--- src/rtl/tros_measure_sequencer.sv ---
// Sequencer for one ring-oscillator measurement round: clear, gate, latch, then frame each enabled channel.
// Latency: start sampled on edge N gives CLEAR from cycle N+1; all outputs registered.
// Backpressure: none; each send is paced by a fixed frame-shift time. Optional TROS_SEQ_ROUND_CNT_EN adds round_count.
module tros_measure_sequencer #(
    parameter int GATE_WIDTH = 16,
    parameter int CTR_LENGTH = 20,
    parameter int SYNC_DEPTH = 3,
    parameter int RESET_HOLD = 4,
    parameter int LATCH_HOLD = 4
) (
    input  logic                  clk,
    input  logic                  rst_n,
    input  logic                  start,
    input  logic                  continuous,
    input  logic [GATE_WIDTH-1:0] gate_cycles,
    input  logic [2:0]            channel_mask,
    output logic                  ctr_reset,
    output logic                  latch_counter,
    output logic                  send_counter,
    output logic [1:0]            counter_select,
    output logic                  busy,
    output logic                  round_done
`ifdef TROS_SEQ_ROUND_CNT_EN
    ,
    output logic [7:0]            round_count
`endif
);

    localparam int SHIFT_LEN = SYNC_DEPTH + CTR_LENGTH + 4;

    function automatic int max2(input int a, input int b);
        return (a > b) ? a : b;
    endfunction

    localparam int CW = max2(GATE_WIDTH, max2($clog2(SHIFT_LEN + 1),
                        max2($clog2(RESET_HOLD + 1), $clog2(LATCH_HOLD + 1))));

    localparam logic [CW-1:0] RESET_LD = CW'(RESET_HOLD - 1);
    localparam logic [CW-1:0] LATCH_LD = CW'(LATCH_HOLD - 1);
    localparam logic [CW-1:0] SHIFT_LD = CW'(SHIFT_LEN - 1);

    typedef enum logic [2:0] {
        S_IDLE, S_CLEAR, S_GATE, S_LATCH, S_SEND, S_SHIFT, S_DONE
    } state_t;

    state_t                state;
    logic [CW-1:0]         cnt;
    logic [GATE_WIDTH-1:0] gate_q;
    logic [2:0]            mask_q;
    logic [2:0]            first_ch;
    logic [2:0]            next_ch;
    logic [CW-1:0]         gate_load;

    // Returns {found, index} of the lowest enabled channel at or above 'from'.
    function automatic logic [2:0] pick(input logic [2:0] mask, input int from);
        logic [2:0] r;
        r = 3'b000;
        for (int i = 2; i >= 0; i--) begin
            if (mask[i] && (i >= from)) r = {1'b1, 2'(i)};
        end
        return r;
    endfunction

    assign first_ch  = pick(mask_q, 0);
    assign next_ch   = pick(mask_q, int'(counter_select) + 1);
    // A zero gate length still spends one cycle in GATE.
    assign gate_load = (gate_q == '0) ? '0 : (CW'(gate_q) - CW'(1));

    always_ff @(posedge clk or negedge rst_n) begin
        if (!rst_n) begin
            state          <= S_IDLE;
            cnt            <= '0;
            gate_q         <= '0;
            mask_q         <= '0;
            ctr_reset      <= 1'b0;
            latch_counter  <= 1'b0;
            send_counter   <= 1'b0;
            counter_select <= 2'b11;
            busy           <= 1'b0;
            round_done     <= 1'b0;
`ifdef TROS_SEQ_ROUND_CNT_EN
            round_count    <= 8'd0;
`endif
        end else begin
            case (state)
                S_IDLE: begin
                    if (start) begin
                        state     <= S_CLEAR;
                        cnt       <= RESET_LD;
                        gate_q    <= gate_cycles;
                        mask_q    <= channel_mask;
                        ctr_reset <= 1'b1;
                        busy      <= 1'b1;
                    end
                end
                S_CLEAR: begin
                    if (cnt == '0) begin
                        state     <= S_GATE;
                        cnt       <= gate_load;
                        ctr_reset <= 1'b0;
                    end else begin
                        cnt <= cnt - 1'b1;
                    end
                end
                S_GATE: begin
                    if (cnt == '0) begin
                        state         <= S_LATCH;
                        cnt           <= LATCH_LD;
                        latch_counter <= 1'b1;
                    end else begin
                        cnt <= cnt - 1'b1;
                    end
                end
                S_LATCH: begin
                    if (cnt == '0) begin
                        latch_counter <= 1'b0;
                        if (first_ch[2]) begin
                            state          <= S_SEND;
                            send_counter   <= 1'b1;
                            counter_select <= first_ch[1:0];
                        end else begin
                            state      <= S_DONE;
                            round_done <= 1'b1;
                        end
                    end else begin
                        cnt <= cnt - 1'b1;
                    end
                end
                S_SEND: begin
                    state        <= S_SHIFT;
                    cnt          <= SHIFT_LD;
                    send_counter <= 1'b0;
                end
                S_SHIFT: begin
                    // Hold the channel until its whole frame has left the consumer.
                    if (cnt == '0) begin
                        if (next_ch[2]) begin
                            state          <= S_SEND;
                            send_counter   <= 1'b1;
                            counter_select <= next_ch[1:0];
                        end else begin
                            state          <= S_DONE;
                            round_done     <= 1'b1;
                            counter_select <= 2'b11;
                        end
                    end else begin
                        cnt <= cnt - 1'b1;
                    end
                end
                S_DONE: begin
                    round_done <= 1'b0;
`ifdef TROS_SEQ_ROUND_CNT_EN
                    round_count <= round_count + 8'd1;
`endif
                    if (continuous) begin
                        state     <= S_CLEAR;
                        cnt       <= RESET_LD;
                        gate_q    <= gate_cycles;
                        mask_q    <= channel_mask;
                        ctr_reset <= 1'b1;
                    end else begin
                        state <= S_IDLE;
                        busy  <= 1'b0;
                    end
                end
                default: begin
                    state          <= S_IDLE;
                    ctr_reset      <= 1'b0;
                    latch_counter  <= 1'b0;
                    send_counter   <= 1'b0;
                    counter_select <= 2'b11;
                    busy           <= 1'b0;
                    round_done     <= 1'b0;
                end
            endcase
        end
    end

endmodule

--- config.mk ---
export PLATFORM = sky130hd
export DESIGN_NAME = tros_measure_sequencer
export DESIGN_NICKNAME = d
export VERILOG_FILES = /design/src/rtl/tros_measure_sequencer.sv
export SDC_FILE = /design/constraint.sdc
export NUM_CORES = 1
export LEC_CHECK = 0
export ABC_AREA = 1
export CAP_MARGIN = 15
export CORE_ASPECT_RATIO = 1.5
export CORE_MARGIN = 2
export CORE_UTILIZATION = 35
export CTS_CLUSTER_SIZE = 40
export DETAILED_ROUTE_END_ITERATION = 16
export PLACE_DENSITY = 0.57
export SLEW_MARGIN = 20
export SYNTH_ARGS = -nofsm -noshare
export SYNTH_HDL_FRONTEND = slang
export SYNTH_SLANG_ARGS = --single-unit
--- constraint.sdc ---
create_clock -name clk -period 2.6 [get_ports clk]
set_clock_uncertainty 0.15 [all_clocks]
set_input_delay 0.52 -clock clk [delete_from_list [all_inputs] [get_ports clk]]
set_output_delay 0.52 -clock clk [all_outputs]
set_load 0.01 [all_outputs]
* Word level (Yosys, flattened, before mapping)
Index checks and enable logic that the tools add are counted.
Operators by class: $add $sub $neg 3, $lt $le $gt $ge 3, equal/unequal tests 18, mux-type cells 51, bitwise logic cells 6, reductions and logical operators 24
Operators by type and width (count):
- $mux W16 | 8
- $pmux W16 S6 | 1
- $mux W3 | 13
- $logic_not A16 Y1 | 2
- $pmux W16 S2 | 1
- $sub A16 B1 Y16 const B | 2
- $ne A2 B2 Y1 const B | 12
- $pmux W3 S7 | 1
- $reduce_and A5 Y1 | 3
- $reduce_or A5 Y1 | 3
- $mux W1 | 14
- $mux W2 | 6
- $pmux W1 S3 | 4
- $reduce_and A4 Y1 | 3
- $reduce_or A4 Y1 | 3
- $eq A3 B3 Y1 const B | 3
- $reduce_and A3 Y1 | 3
- $eq A3 B2 Y1 const B | 2
- $ge A1 B3 Y1 const A | 2
- $not A1 Y1 | 6
- $pmux W2 S3 | 1
- $pmux W3 S2 | 1
- $reduce_bool A6 Y1 | 1
- $pmux W1 S4 | 1
- 7 further kinds | 9
Storage, ports and cells: bits in registers 45, output and inout port bits 7, word-level logic and storage cells 115

* Longest topological paths before layout
Gate-level depths: netlist of run 1.
depth after elaboration 9, mapped depth 13

* Worst setup path before layout of run 1
No wires, ideal clock.
kind register -> register, start register cnt[0], end register cnt[11], setup time 0.116 ns, arrival time 1.622 ns, data required time 2.334 ns, slack 0.712 ns, stages on the path, launching flop included 13, cells stage by stage dfrtp_1 -> inv_1 -> ha_1 -> nand2_2 -> nor2_4 -> nand3_2 -> buf_6 -> nand2_1 -> nand2_2 -> inv_2 -> o21ai_0 -> nand2_1 -> nand2_1
Between the ends: word-level cells in the longest chain between the ends 3, elaborated cells on any way between the ends 8, those cells by class add/sub: 1; eq/ne: 1; mux: 4; reduce/logical: 2
RTL lines:
- from (decl) | line 47 | logic [CW-1:0] cnt;
- from (signal assigned) | line 99 | cnt <= gate_load;
- from (signal assigned) | line 102 | cnt <= cnt - 1'b1;
- from (signal assigned) | line 111 | cnt <= cnt - 1'b1;
- $sub A16 B1 Y16 or $logic_not A16 Y1 (tied branches)
- $mux W16, or another cell as far along | line 115, 136
- $pmux W16 S6 or $reduce_and A4 Y1 (tied branches)
Several ways; a longest one is shown, not always the timed one. The select of a mux whose other input is x is not followed. A chain may end at the register's enable or synchronous reset.

* Worst setup path after layout of run 1
start register cnt[0], end register cnt[15]
Same word-level chain as after synthesis.

==> impl_metrics.py, run 1 <==
metrics = {
    "timing": {
        "setup_ws_ns": 0.2782,
        "layout_worst_path_cycle_share": 0.8930,
        "max_slew.worst_pin.slew_ns": 0.5218,
        "hold_violations": 0,
        "period_minus_slack_ns": 2.322,
        "slew_viol_final": 0,
        "setup_viol": 0,
        "max_freq_mhz": 430.7,
        "relSlewSlack": 0.6521,
        "rsz0062_at_grt": "no",
        "setup_tns_ns": 0,
    },
    "drt": {
        "met3_wirelength_microns": 194,
        "drt-total-wl_mm": 7.460,
        "dr.pass1.iters": 4,
        "detail_route.vias_per_cell": 4.761,
        "top_layer_used": "met4",
        "drtIter0Drc": 142,
        "met2_wirelength_mm": 3.879,
        "ant_nets": 0,
        "m1WireLength_mm": 3.031,
        "post_drt_wl_per_cell_microns": 13.20,
        "drcViolationCount": 0,
        "vias": 2690,
    },
    "clock_tree": {
        "post_cts_resized": 0,
        "clkSinkCount": 45,
        "clk_latency_ns": 0.30,
        "cts_max_level": 2,
        "cts.reportedPaths.clkPinSlew_ns": 0.07,
        "cts_made_buffers": 5,
        "root_buffer": "clkbuf_16",
        "cts_tree": "done",
        "post_cts_buffers": 0,
        "ctsHoldBuffers": 0,
        "clk_path_buf_depth": 2,
    },
    "floorplan": {
        "die_w_microns": 79.19,
        "rows": 41,
        "die_area_sq_um": 9247,
        "initial_core_util": 0.3571,
        "boundaryPins": 30,
        "core_area_sq_um": 8310,
        "die_y_microns": 116.8,
    },
    "layout": {
        "final_cell_mix": "111 x nand2_1, 69 x nor2_1, 46 x inv_1, 43 x dfrtp_1, 30 x nand3_1",
        "final_core_util": 0.4217,
        "drive_gt1_frac": 0.09825,
        "synthToLayoutAreaGrowth_pct": 18.09,
        "multi_input_area_sq_um": 1575,
        "insertedDiodeCount": 0,
        "fillers": 893,
        "final_common_cell": "nand2_1",
        "fin_nets": 483,
        "seqCellArea_sq_um": 1129,
    },
    "setup_path": {
        "critPathRequiredTime_ns": 2.67,
        "critPathMaxFanout": 40,
        "cp_top_family": "simple AND/OR/NAND/NOR gates",
        "critPathMaxStageDelay_ns": 0.41,
        "cp.arrival_ns": 2.39,
        "cpMostUsedCell": "nor2_4",
        "critPathLaunchType": "register",
        "crit_type": "reg -> reg",
        "slowest_stage": "dfrtp_1",
        "path_cells": "inv_1 -> ha_1 -> nand2_2 -> nor2_4 -> nand3_2 -> nor2_4 -> nor2_4 -> nand2_4 -> o21ai_0 -> a21oi_1",
        "end_kind": "register",
        "critPathBufInv": 1,
    },
    "synthesis": {
        "ys_types": 33,
        "yosysSeqAreaShare": 0.3803,
        "synth_area_sq_um": 2968,
        "ys_warn_count": 0,
        "postSynthCellCount": 427,
        "syn_nets": 453,
        "avgSynthCellArea_sq_um": 6.950,
        "ys_seq_elements": 45,
    },
    "place": {
        "port_buffers": 29,
        "routabilityCongestion": 0.8520,
        "pre_cts_ws_ns": 0.2365,
        "hpwlAfterDp_mm": 5.599,
    },
    "global_route": {
        "grt_remaining_overflow": 0,
        "grt_pass1_vias": 2766,
        "grt_pass1_wl_mm": 12.77,
        "grt_max_degree": 41,
        "antenna_found_initial": 0,
        "track_usage": 0.1786,
    },
    "pwr": {
        "finalPower_mw": 1.396,
        "irDropWorstVdd_mv": 0.2868,
        "power.density_nw_per_um2": 398.4,
        "leakagePower_nw": 1.713,
    },
    "status": {
        "outcome": "finished clean",
    },
    "hold_path": {
        "hp-class": "in -> async",
    },
    "job": {
        "cap_violations": 0,
    },
}
==> state kept, by name, summed over array words and instances (netlist names) <==
register,flops
state,3
busy,1
latch_counter,1
ctr_reset,1
counter_select,2
gate_q,16
round_done,1
mask_q,3
cnt,16
send_counter,1
==> per-stage QoR <==
step	hold WS, ns	cells	area [sq um]
after floorplan	0.07441	427	2968
after global routing	0.1048	565	3505
after detailed placement	0.3280	557	3357
after CTS	0.06225	565	3505
after global placement	0.3290	557	3357
final	0.04648	565	3505
==> path summary, 6_finish.rpt <==
check                            from    endpoint  slack [ns]  cells past startpoint
hold reg to reg            round_done  round_done        0.35                      2
setup reg to reg               cnt[0]     cnt[15]        0.28                     10
hold / removal                  rst_n  round_done        0.05                      1
max in group asynchronous       rst_n     cnt[13]        1.74                      2
min in group clk           round_done  round_done        0.35                      2
setup / recovery               cnt[0]     cnt[15]        0.28                     10
==> logic make-up after synthesis <==
| kind of cell | count (synthesis) | synth area share |
|---|---|---|
| xor gates and xnor gates | 17 | 0.05017 |
| DFF | 45 | 0.3803 |
| and+or+nand+nor | 243 | 0.3605 |
| buffers and inverters | 60 | 0.08896 |
| AOI/OAI and AO/OA | 59 | 0.1075 |
| adders and majority gates | 3 | 0.01265 |
==> layer usage <==
metal	vias to the layer above	global-route usage
met5	-	0
met4	0	0.1057
met3	16	0.02684
met2	41	0.3232
met1	1231	0.1969
li1	1402	-
==> worst register-to-register path: stages, from the launching register on <==
cell     delay [ns]
dfrtp_1        0.41
inv_1          0.10
ha_1           0.20
nand2_2        0.11
nor2_4         0.17
nand3_2        0.25
nor2_4         0.20
nor2_4         0.06
nand2_4        0.30
o21ai_0        0.17
a21oi_1        0.13
==> cells in the mapped netlist (all sizes together) <==
library cell	n	area share
dfstp	2	0.018
nor3	5	0.0084
and2	1	0.0021
or2	4	0.0084
a32oi	1	0.0030
nand4	2	0.0042
a211oi	1	0.0025
dfrtp	43	0.36
nor2	81	0.12
inv	49	0.062
a31oi	1	0.0021
xor2	14	0.041
o22ai	1	0.0021
nand3b	1	0.0025
xnor2	3	0.0089
ha	3	0.013
o21ai	26	0.048
a21oi	28	0.047
a31o	1	0.0030
buf	11	0.027
nand3	32	0.057
nand2	117	0.15
==> report_power, final <==
part	total, mW	switching, mW	internal (mW)	leakage, nW
sequential	0.700	0	0.700	0.508
clock	0.645	0.287	0.358	0.0738
combinational	0.0516	0.0203	0.0313	1.13
total	1.40	0.307	1.09	1.71
==> area by class of cell <==
| class | count | area share |
|---|---|---|
| inverters | 49 | 0.05248 |
| flip-flops and latches | 45 | 0.3220 |
| clock inverters | 3 | 0.006426 |
| clock buffers | 5 | 0.03570 |
| well taps | 107 | 0.03820 |
| repair buffers | 34 | 0.09568 |
| multi-input cells | 322 | 0.4495 |
(Power assumes the default switching activity.)
==> inputs of run 2 (changes only) <==
- SLEW_MARGIN: 20 -> 0
==> results of run 2 <==
The final DEF is identical to that of run 1; final timing and power are the same.
==> inputs of run 3 (changes only) <==
- CORE_ASPECT_RATIO: 1.5 -> 2
- SKIP_CTS_REPAIR_TIMING: not set -> 1
==> run 3 against run 2 <==
Against the previous run:
- highest routed layer unchanged
- largest cell class unchanged
- worst setup slack better by 0.028 ns
- register-to-register slack better by 0.03 ns
- core utilization rose by 0.23 points
- final area shrank 0.39%
- critical path type unchanged
==> impl_metrics.py, run 3 (same netlist as run 1, synthesis figures left out) <==
metrics = {
    "floorplan": {
        "die_y_microns": 134.2,
        "rows": 47,
        "initial_core_util": 0.3605,
        "die_area_sq_um": 9277,
        "die_w_microns": 69.12,
        "core_area_sq_um": 8233,
        "boundaryPins": 30,
    },
    "setup_path": {
        "end_kind": "register",
        "critPathLaunchType": "register",
        "r2r_setup_slack_ns": 0.31,
        "critPathMaxFanout": 9,
        "path_cells": "inv_1 -> ha_1 -> nand2_2 -> nor2_4 -> nand3_2 -> buf_4 -> a211oi_1 -> nand2_1 -> o21ai_0",
        "r2r_cells": 9,
        "critPathBufInv": 2,
        "cp.arrival_ns": 2.36,
        "critPathRequiredTime_ns": 2.67,
        "cp_top_family": "simple AND/OR/NAND/NOR gates",
        "crit_type": "reg -> reg",
        "timing.rr.end": "counter_select[1]",
        "r2r_start": "cnt[0]",
        "critPathMaxStageDelay_ns": 0.45,
        "slowest_stage": "a211oi_1",
    },
    "layout": {
        "synthToLayoutAreaGrowth_pct": 17.62,
        "drive_gt1_frac": 0.09825,
        "largestRegisters": "cnt (16), gate_q (16)",
        "fillers": 876,
        "fin_nets": 483,
        "finalInstanceArea_sq_um": 3491,
        "seqCellArea_sq_um": 1129,
        "final_core_util": 0.4240,
        "final_cell_mix": "111 x nand2_1, 69 x nor2_1, 46 x inv_1, 43 x dfrtp_1, 30 x nand3_1",
        "insertedDiodeCount": 0,
        "final_cells": 556,
        "multi_input_area_sq_um": 1575,
        "final_common_cell": "nand2_1",
    },
    "drt": {
        "dr.pass1.iters": 4,
        "detail_route.vias_per_cell": 4.935,
        "met3_wirelength_microns": 176,
        "m1WireLength_mm": 2.779,
        "drcViolationCount": 0,
        "drt-total-wl_mm": 7.801,
        "ant_nets": 0,
        "top_layer_used": "met4",
        "drtIter0Drc": 110,
        "vias": 2744,
        "met2_wirelength_mm": 4.661,
        "post_drt_wl_per_cell_microns": 14.03,
    },
    "clock_tree": {
        "cts_max_level": 2,
        "cts_made_buffers": 5,
        "cts_tree": "done",
        "clkSinkCount": 45,
        "root_buffer": "clkbuf_16",
        "cts.reportedPaths.clkPinSlew_ns": 0.06,
        "clk_latency_ns": 0.29,
        "clk_path_buf_depth": 2,
    },
    "timing": {
        "layout_worst_path_cycle_share": 0.8821,
        "max_freq_mhz": 436.0,
        "max_slew.worst_pin.slew_ns": 0.6015,
        "hold_violations": 0,
        "rsz0062_at_grt": "no",
        "setup_ws_ns": 0.3065,
        "fin_hold_ws_ns": 0.1664,
        "relSlewSlack": 0.5990,
        "slew_viol_final": 0,
        "setup_tns_ns": 0,
        "period_minus_slack_ns": 2.293,
        "setup_viol": 0,
    },
    "place": {
        "dpl.cell_count": 548,
        "dpl_cell_area_sq_um": 3333,
        "routabilityCongestion": 0.9216,
        "port_buffers": 29,
        "pre_cts_ws_ns": 0.1574,
        "hpwlAfterDp_mm": 6.185,
    },
    "pwr": {
        "finalPower_mw": 1.436,
        "irDropWorstVdd_mv": 0.3783,
        "leakagePower_nw": 1.714,
        "power.density_nw_per_um2": 411.2,
    },
    "hold_path": {
        "hp-class": "in -> async",
    },
    "global_route": {
        "grt_pass1_wl_mm": 12.85,
        "grt_max_degree": 46,
        "track_usage": 0.1765,
        "grt_remaining_overflow": 0,
        "grt_pass1_vias": 2686,
        "antenna_found_initial": 0,
    },
    "job": {
        "cap_violations": 0,
    },
    "status": {
        "outcome": "finished clean",
    },
}
==> run 3: changes by cell type in the layout (fill, tap and decap cells not counted), sizes merged <==
cell	previous run	this run
clkbuf	5	7
clkinv	3	1
==> run 3: metal layers <==
metal / GRT usage / vias up
li1: - / 1398
met1: 0.1702 / 1282
met2: 0.3611 / 50
met3: 0.01878 / 14
met4: 0.07734 / 0
met5: 0 / -
==> run 3: how the worst max path moves through the flow <==
| stage | from | end | cells after the start |
|---|---|---|---|
| CTS | cnt[0] | cnt[11] | 12 |
| global placement | continuous | gate_q[11] | 10 |
| detailed placement | continuous | gate_q[11] | 10 |
| global route | cnt[0] | counter_select[1] | 9 |
| floorplan | cnt[0] | cnt[11] | 12 |
| finish | cnt[0] | counter_select[1] | 9 |
==> run 3: where the power goes <==
group | internal, mW | switching, mW | leakage, nW
combinational | 0.0292 | 0.0194 | 1.13
clock | 0.408 | 0.279 | 0.0799
sequential | 0.700 | 0 | 0.508
==> run 3: worst register-to-register path, stage by stage (launching register included) <==
cell and delay (ns):
dfrtp_1 0.41, inv_1 0.10, ha_1 0.20, nand2_2 0.11
nor2_4 0.18, nand3_2 0.19, buf_4 0.22, a211oi_1 0.45
nand2_1 0.10, o21ai_0 0.10
==> run 3: cell type report <==
| cell class | count | share of cell area |
|---|---|---|
| clock buffer | 7 | 0.04373 |
| tap | 98 | 0.03513 |
| multi-input combinational | 322 | 0.4513 |
| sequential | 45 | 0.3233 |
| inverter | 49 | 0.05269 |
| clock inverter | 1 | 0.001434 |
| timing repair buffer | 34 | 0.09247 |
==> variant 1: new RTL, settings of run 2 <==
Re-encode `state_t` (7 states) as one-hot, 7 bits wide.
--- a/src/rtl/tros_measure_sequencer.sv
+++ b/src/rtl/tros_measure_sequencer.sv
@@ -39,8 +39,8 @@
     localparam logic [CW-1:0] LATCH_LD = CW'(LATCH_HOLD - 1);
     localparam logic [CW-1:0] SHIFT_LD = CW'(SHIFT_LEN - 1);
 
-    typedef enum logic [2:0] {
-        S_IDLE, S_CLEAR, S_GATE, S_LATCH, S_SEND, S_SHIFT, S_DONE
+    typedef enum logic [6:0] {
+        S_IDLE = 7'b0000001, S_CLEAR = 7'b0000010, S_GATE = 7'b0000100, S_LATCH = 7'b0001000, S_SEND = 7'b0010000, S_SHIFT = 7'b0100000, S_DONE = 7'b1000000
     } state_t;
 
     state_t                state;
Function: no difference found for any inputs over 10 cycles, from zero or initial values and one cycle with rst_n low; not proved beyond that.
==> variant 1 against run 2 <==
Design area is 11% higher; largest cell class unchanged; critical path depth is 1 higher; synthesized cell count is 14% higher; sequential cell count is 4 higher; via count is 15% higher; sequential share of layout area is 0.63 points lower; setup slack better by 200 ps; critical endpoint unchanged; area after synthesis is 12% higher; worst hold slack better by 28 ps; global-route usage is 0.16 points higher; wire length is 16% higher.
Power is not compared: it rests on default switching activity, and its combinational part moved more than twofold at a synthesized area within 25%.
==> variant 1: results (changes against run 2) <==
WORST_EP_ARRIVAL_TIME_PS=2210  # -180 ps
GRT_FIRST_PASS_WIRELENGTH_UM=14570  # +14%
GRT_USE_TOTAL_PCT=18.02  # +0.16 points
PLACEDCELLCOUNT=627  # +13%
GROUTE.LAYER.MET1.USAGE_PCT=17.80  # -1.9 points
CRITICAL_PATH_PEAK_FANOUT=10  # -75%
OUTCOME='finished, final reports clean'
GRT_MAX_DEGREE=27  # -34%
AVGVIACOUNTPERCELL=4.876  # +2.4%
SEQUENTIAL_FRACTION_OF_THE_SYNTHESIS_AREA_PCT=36.90  # -1.1 points
SYNTH_FP_NETS=514  # +13%
DRT_ITER0_DRC=166  # +17%
FINAL.FILL_COUNT=989  # +11%
VIA_COUNT_OF_THE_FIRST_GLOBAL_ROUTING_PASS=3140  # +14%
AVGSYNTHCELLAREA_SQ_UM=6.830  # -1.7%
MAXSLEWHEADROOM_PCT=60.02  # -5.2 points
SHARE_OF_CELLS_ABOVE_DRIVE_STRENGTH_1_PCT=11.28  # +1.5 points
ROUTE.DETAILED.WL_PER_INST_UM=13.63  # +3.3%
SYNTH_CELL_TYPES=28  # -15%
FINISH.CELL_COUNT_WITHOUT_FILLERS=635  # +12%
YS_TOP_CELLS_BY_AREA='sky130_fd_sc_hd__dfrtp_1 35%, sky130_fd_sc_hd__nand2_1 19%, sky130_fd_sc_hd__nor2_1 8.8%'
FINISH.NET_COUNT=548  # +13%
DETAILED_PLACE_HPWL_UM=6869  # +23%
SYNTH_COMPOUND_AREA_SHARE_PCT=4.917  # -5.8 points
GR-USAGE-MET3_PCT=2.737  # +0.053 points
SYNTH_XOR_XNOR_AREA_SHARE_PCT=4.467  # -0.55 points
YOSYS-MUX-AREA-FRACTION_PCT=1.689  # +1.7 points
==> variant 1: cell count changes after synthesis, sizes merged, moves of 2 or more <==
| cell | delta |
|---|---|
| dfrtp | +3 |
| a21oi | -10 |
| buf | -4 |
| nand3 | +16 |
| inv | -4 |
| or2 | -4 |
| nand4 | +2 |
| nor2 | +11 |
| mux2 | +5 |
| nand2 | +62 |
| o21ai | -18 |
| o22ai | +2 |
==> variant 1: kinds of logic after synthesis <==
family	Yosys count
AND/OR/NAND/NOR	331
buffers and inverters	52
flip-flops	49
AO/OA/AOI/OAI	31
XOR/XNOR	17
multiplexers	5
adder cells (fa/ha/maj)	3
==> variant 1: per-layer routing <==
metal	vias to the layer above	share of wire, %
met5	-	0
met4	0	3.5
met3	19	2.3
met2	43	55
met1	1436	39
li1	1598	-
==> variant 1: final timing paths <==
path | startpoint | to | slack (ps) | cells past startpoint
worst max register to register | cnt[0] | cnt[15] | 480 | 11
worst max-delay path | cnt[0] | cnt[15] | 480 | 11
worst min-delay path | rst_n | gate_q[10] | 70 | 1
min in group clk | round_done | round_done | 330 | 2
max in group asynchronous | rst_n | state[0] | 1590 | 2
worst min register to register | round_done | round_done | 330 | 2
==> variant 1: where the power goes <==
part / internal [mW] / switching (mW)
Sequential: 1.06 / 0.250
Combinational: 0.786 / 1.44
Clock: 0.359 / 0.313
==> variant 1: through the flow <==
step | total power [mW] | setup WS (ps) | util (%) | instance area (sq um) | hold WS [ps]
3_3_place_gp | 3.521 | 451.5 | 40.51 | 3749 | 302.7
3_5_place_dp | 3.556 | 420.6 | 40.51 | 3749 | 314.0
5_1_grt | 4.596 | 286.6 | 42.09 | 3895 | 124.1
4_1_cts | 4.241 | 474.7 | 42.09 | 3895 | 93.75
2_1_floorplan | 3.012 | 845.3 | - | 3333 | 74.41
6_report | 4.204 | 483.1 | 42.09 | 3895 | 74.32
==> variant 1: area by class of cell <==
type	count	area, sq um	share of cell area [%]
clock inverters	3	21.27	0.5461
multi-input cells	387	1874	48.12
inverters	45	168.9	4.337
well taps	112	140.1	3.598
repair buffers	34	335.3	8.609
flip-flops and latches	49	1230	31.58
clock buffers	5	125.1	3.212
==> variant 1: worst max-delay path, stage by stage, from the launching register on <==
cell and delay [ps]:
sky130_fd_sc_hd__dfrtp_1 390, sky130_fd_sc_hd__inv_1 110, sky130_fd_sc_hd__ha_1 230, sky130_fd_sc_hd__nand3_2 160, sky130_fd_sc_hd__nor2_2 150, sky130_fd_sc_hd__nand3_1 130, sky130_fd_sc_hd__nor2_2 190, sky130_fd_sc_hd__buf_4 200
sky130_fd_sc_hd__nand3_1 130, sky130_fd_sc_hd__nand2_1 100, sky130_fd_sc_hd__nand2_1 50, sky130_fd_sc_hd__nand2_1 70
==> variant 2: new RTL, flow settings as in run 2 <==
Without the edit above. Build with the macro `TROS_SEQ_ROUND_CNT_EN` defined.
--- a/src/rtl/tros_measure_sequencer.sv
+++ b/src/rtl/tros_measure_sequencer.sv
@@ -1,6 +1,8 @@
 // Sequencer for one ring-oscillator measurement round: clear, gate, latch, then frame each enabled channel.
 // Latency: start sampled on edge N gives CLEAR from cycle N+1; all outputs registered.
 // Backpressure: none; each send is paced by a fixed frame-shift time. Optional TROS_SEQ_ROUND_CNT_EN adds round_count.
+`define TROS_SEQ_ROUND_CNT_EN
+
 module tros_measure_sequencer #(
     parameter int GATE_WIDTH = 16,
     parameter int CTR_LENGTH = 20,
Function (old outputs only; new: round_count): kept (Yosys induction, for registers that start in step).
==> variant 2 against run 2 <==
Final cell count is 12% higher; die area grew 16%; design area rose by 16%; critical path type unchanged; count of clock-buffer cells in the layout is the same; non-clock buffer count is 7 higher; wire length is 18% higher; first-iteration DRC count is 18% lower; highest routed layer unchanged; area after synthesis increased by 16%; sequential cell count increased by 8; setup slack better by 120 ps.
Power is not compared: it rests on default switching activity, and its combinational part moved more than twofold at a synthesized area within 25%.
==> variant 2: results (changes against run 2) <==
OUTCOME='finished, final reports clean'
SYNTH_CELL_TYPES=36  # +9.1%
SEQUENTIAL_FRACTION_OF_THE_SYNTHESIS_AREA_PCT=38.44  # +0.41 points
GRT_FIRST_PASS_WIRELENGTH_UM=15070  # +18%
WORST_EP_ARRIVAL_TIME_PS=2290  # -100 ps
POST_SYNTH_MOST_FREQUENT_CELLS='147 x sky130_fd_sc_hd__nand2_1, 75 x sky130_fd_sc_hd__nor2_1, 51 x sky130_fd_sc_hd__dfrtp_1'
REG2REG_DEPTH=11  # +1
MAXIMUM_BUFFER_DEPTH_OF_THE_CLOCK_TREE=2  # unchanged
CRITICAL_PATH_PEAK_FANOUT=8  # -80%
AVGVIACOUNTPERCELL=4.937  # +3.7%
SHARE_OF_CELLS_ABOVE_DRIVE_STRENGTH_1_PCT=10.02  # +0.19 points
FLIP_FLOP_CELL_WITH_THE_HIGHEST_COUNT_AFTER_SYNTHESIS='sky130_fd_sc_hd__dfrtp_1'
FINISH.NET_COUNT=546  # +13%
POST_CTS.REPAIR.SETUP_BUFFERS=0  # unchanged
STATIC-LEAKAGE-POWER_nW=2.005
PRE_CTS_WS_PS=347.4  # +110.9 ps
GP_ROUTABILITY_CONGESTION=0.8995  # +5.6%
PORT-BUFFER-COUNT=37  # +28%
GRT_ANTENNA_BEFORE_REPAIR=0  # unchanged
FINALPOWER_mW=4.865
HOLD_PATH.CLASS='input pin to asynchronous set/reset pin'
MAXCLOCKFREQUENCY_MHz=453.5  # +5.3%
WORST_SLEW_PIN_SLEW_PS=623.5  # +101.7 ps
SETUP.WORST_PATH.END='cnt[3]'
TOP_REGS='cnt x16, gate_q x16, round_count x8'
GRT_MAX_DEGREE=29  # -29%
DETAILED_PLACE_HPWL_UM=6950  # +24%
REGTOREGSETUPSLACK_PS=390  # +120 ps
SLOWEST_STAGE='sky130_fd_sc_hd__dfrtp_1'
YS_TOP_CELLS_BY_AREA='sky130_fd_sc_hd__dfrtp_1 37%, sky130_fd_sc_hd__nand2_1 16%, sky130_fd_sc_hd__nor2_1 8.1%'
GRT_USE_TOTAL_PCT=17.46  # -0.40 points
VIA_COUNT_OF_THE_FIRST_GLOBAL_ROUTING_PASS=3272  # +18%
ROUTE.DETAILED.WL_PER_INST_UM=13.94  # +5.6%
DRT_ITER0_DRC=117  # -18%
SYNTH_FP_NETS=506  # +12%
[variant 2: cell count changes after synthesis, moves of 4 or more]
cell	change
sky130_fd_sc_hd__a21oi_2	+9
sky130_fd_sc_hd__inv_1	-4
sky130_fd_sc_hd__nand4_1	+7
sky130_fd_sc_hd__dfrtp_1	+8
sky130_fd_sc_hd__nor2_1	+6
sky130_fd_sc_hd__xor2_1	+4
sky130_fd_sc_hd__nand2_1	+36
sky130_fd_sc_hd__mux2_2	+5
sky130_fd_sc_hd__o21ai_1	-5
sky130_fd_sc_hd__a21oi_1	-15
sky130_fd_sc_hd__nand3_1	+6
[variant 2: cell families after synthesis]
| group | Yosys count | synth area share [%] |
|---|---|---|
| AO/OA/AOI/OAI | 46 | 8.107 |
| XOR/XNOR | 23 | 5.827 |
| adder cells (fa/ha/maj) | 5 | 1.810 |
| buffers and inverters | 53 | 7.310 |
| flip-flops | 53 | 38.44 |
| multiplexers | 5 | 1.629 |
| AND/OR/NAND/NOR | 293 | 36.88 |
[variant 2: final cells by class]
class,instances,area (sq um)
well taps,115,143.9
repair buffers,41,407.9
flip-flops and latches,53,1329
fillers,1002,5555
inverters,45,172.7
clock buffers,5,125.1
clock inverters,3,25.02
multi-input cells,372,1876
[variant 2: metrics by stage]
stage	utilization [%]	cell area [sq um]	cells	hold WS [ps]
floorplan	-	3457	478	74.41
global placement	40.78	3929	626	314.4
detailed placement	40.78	3929	626	315.3
CTS	42.34	4079	634	105.9
global route	42.34	4079	634	144.1
finish	42.34	4079	634	77.60
[variant 2: metal layers]
metal  part of all wire, %  routed length (um)  GRT usage [%]  vias up
met5                     0                   0              0        -
met4                   3.4                 298          7.563        0
met3                   2.8                 247          2.818       21
met2                    55                4855          33.78       69
met1                    39                3436          17.90     1447
li1                      -                   -              -     1593
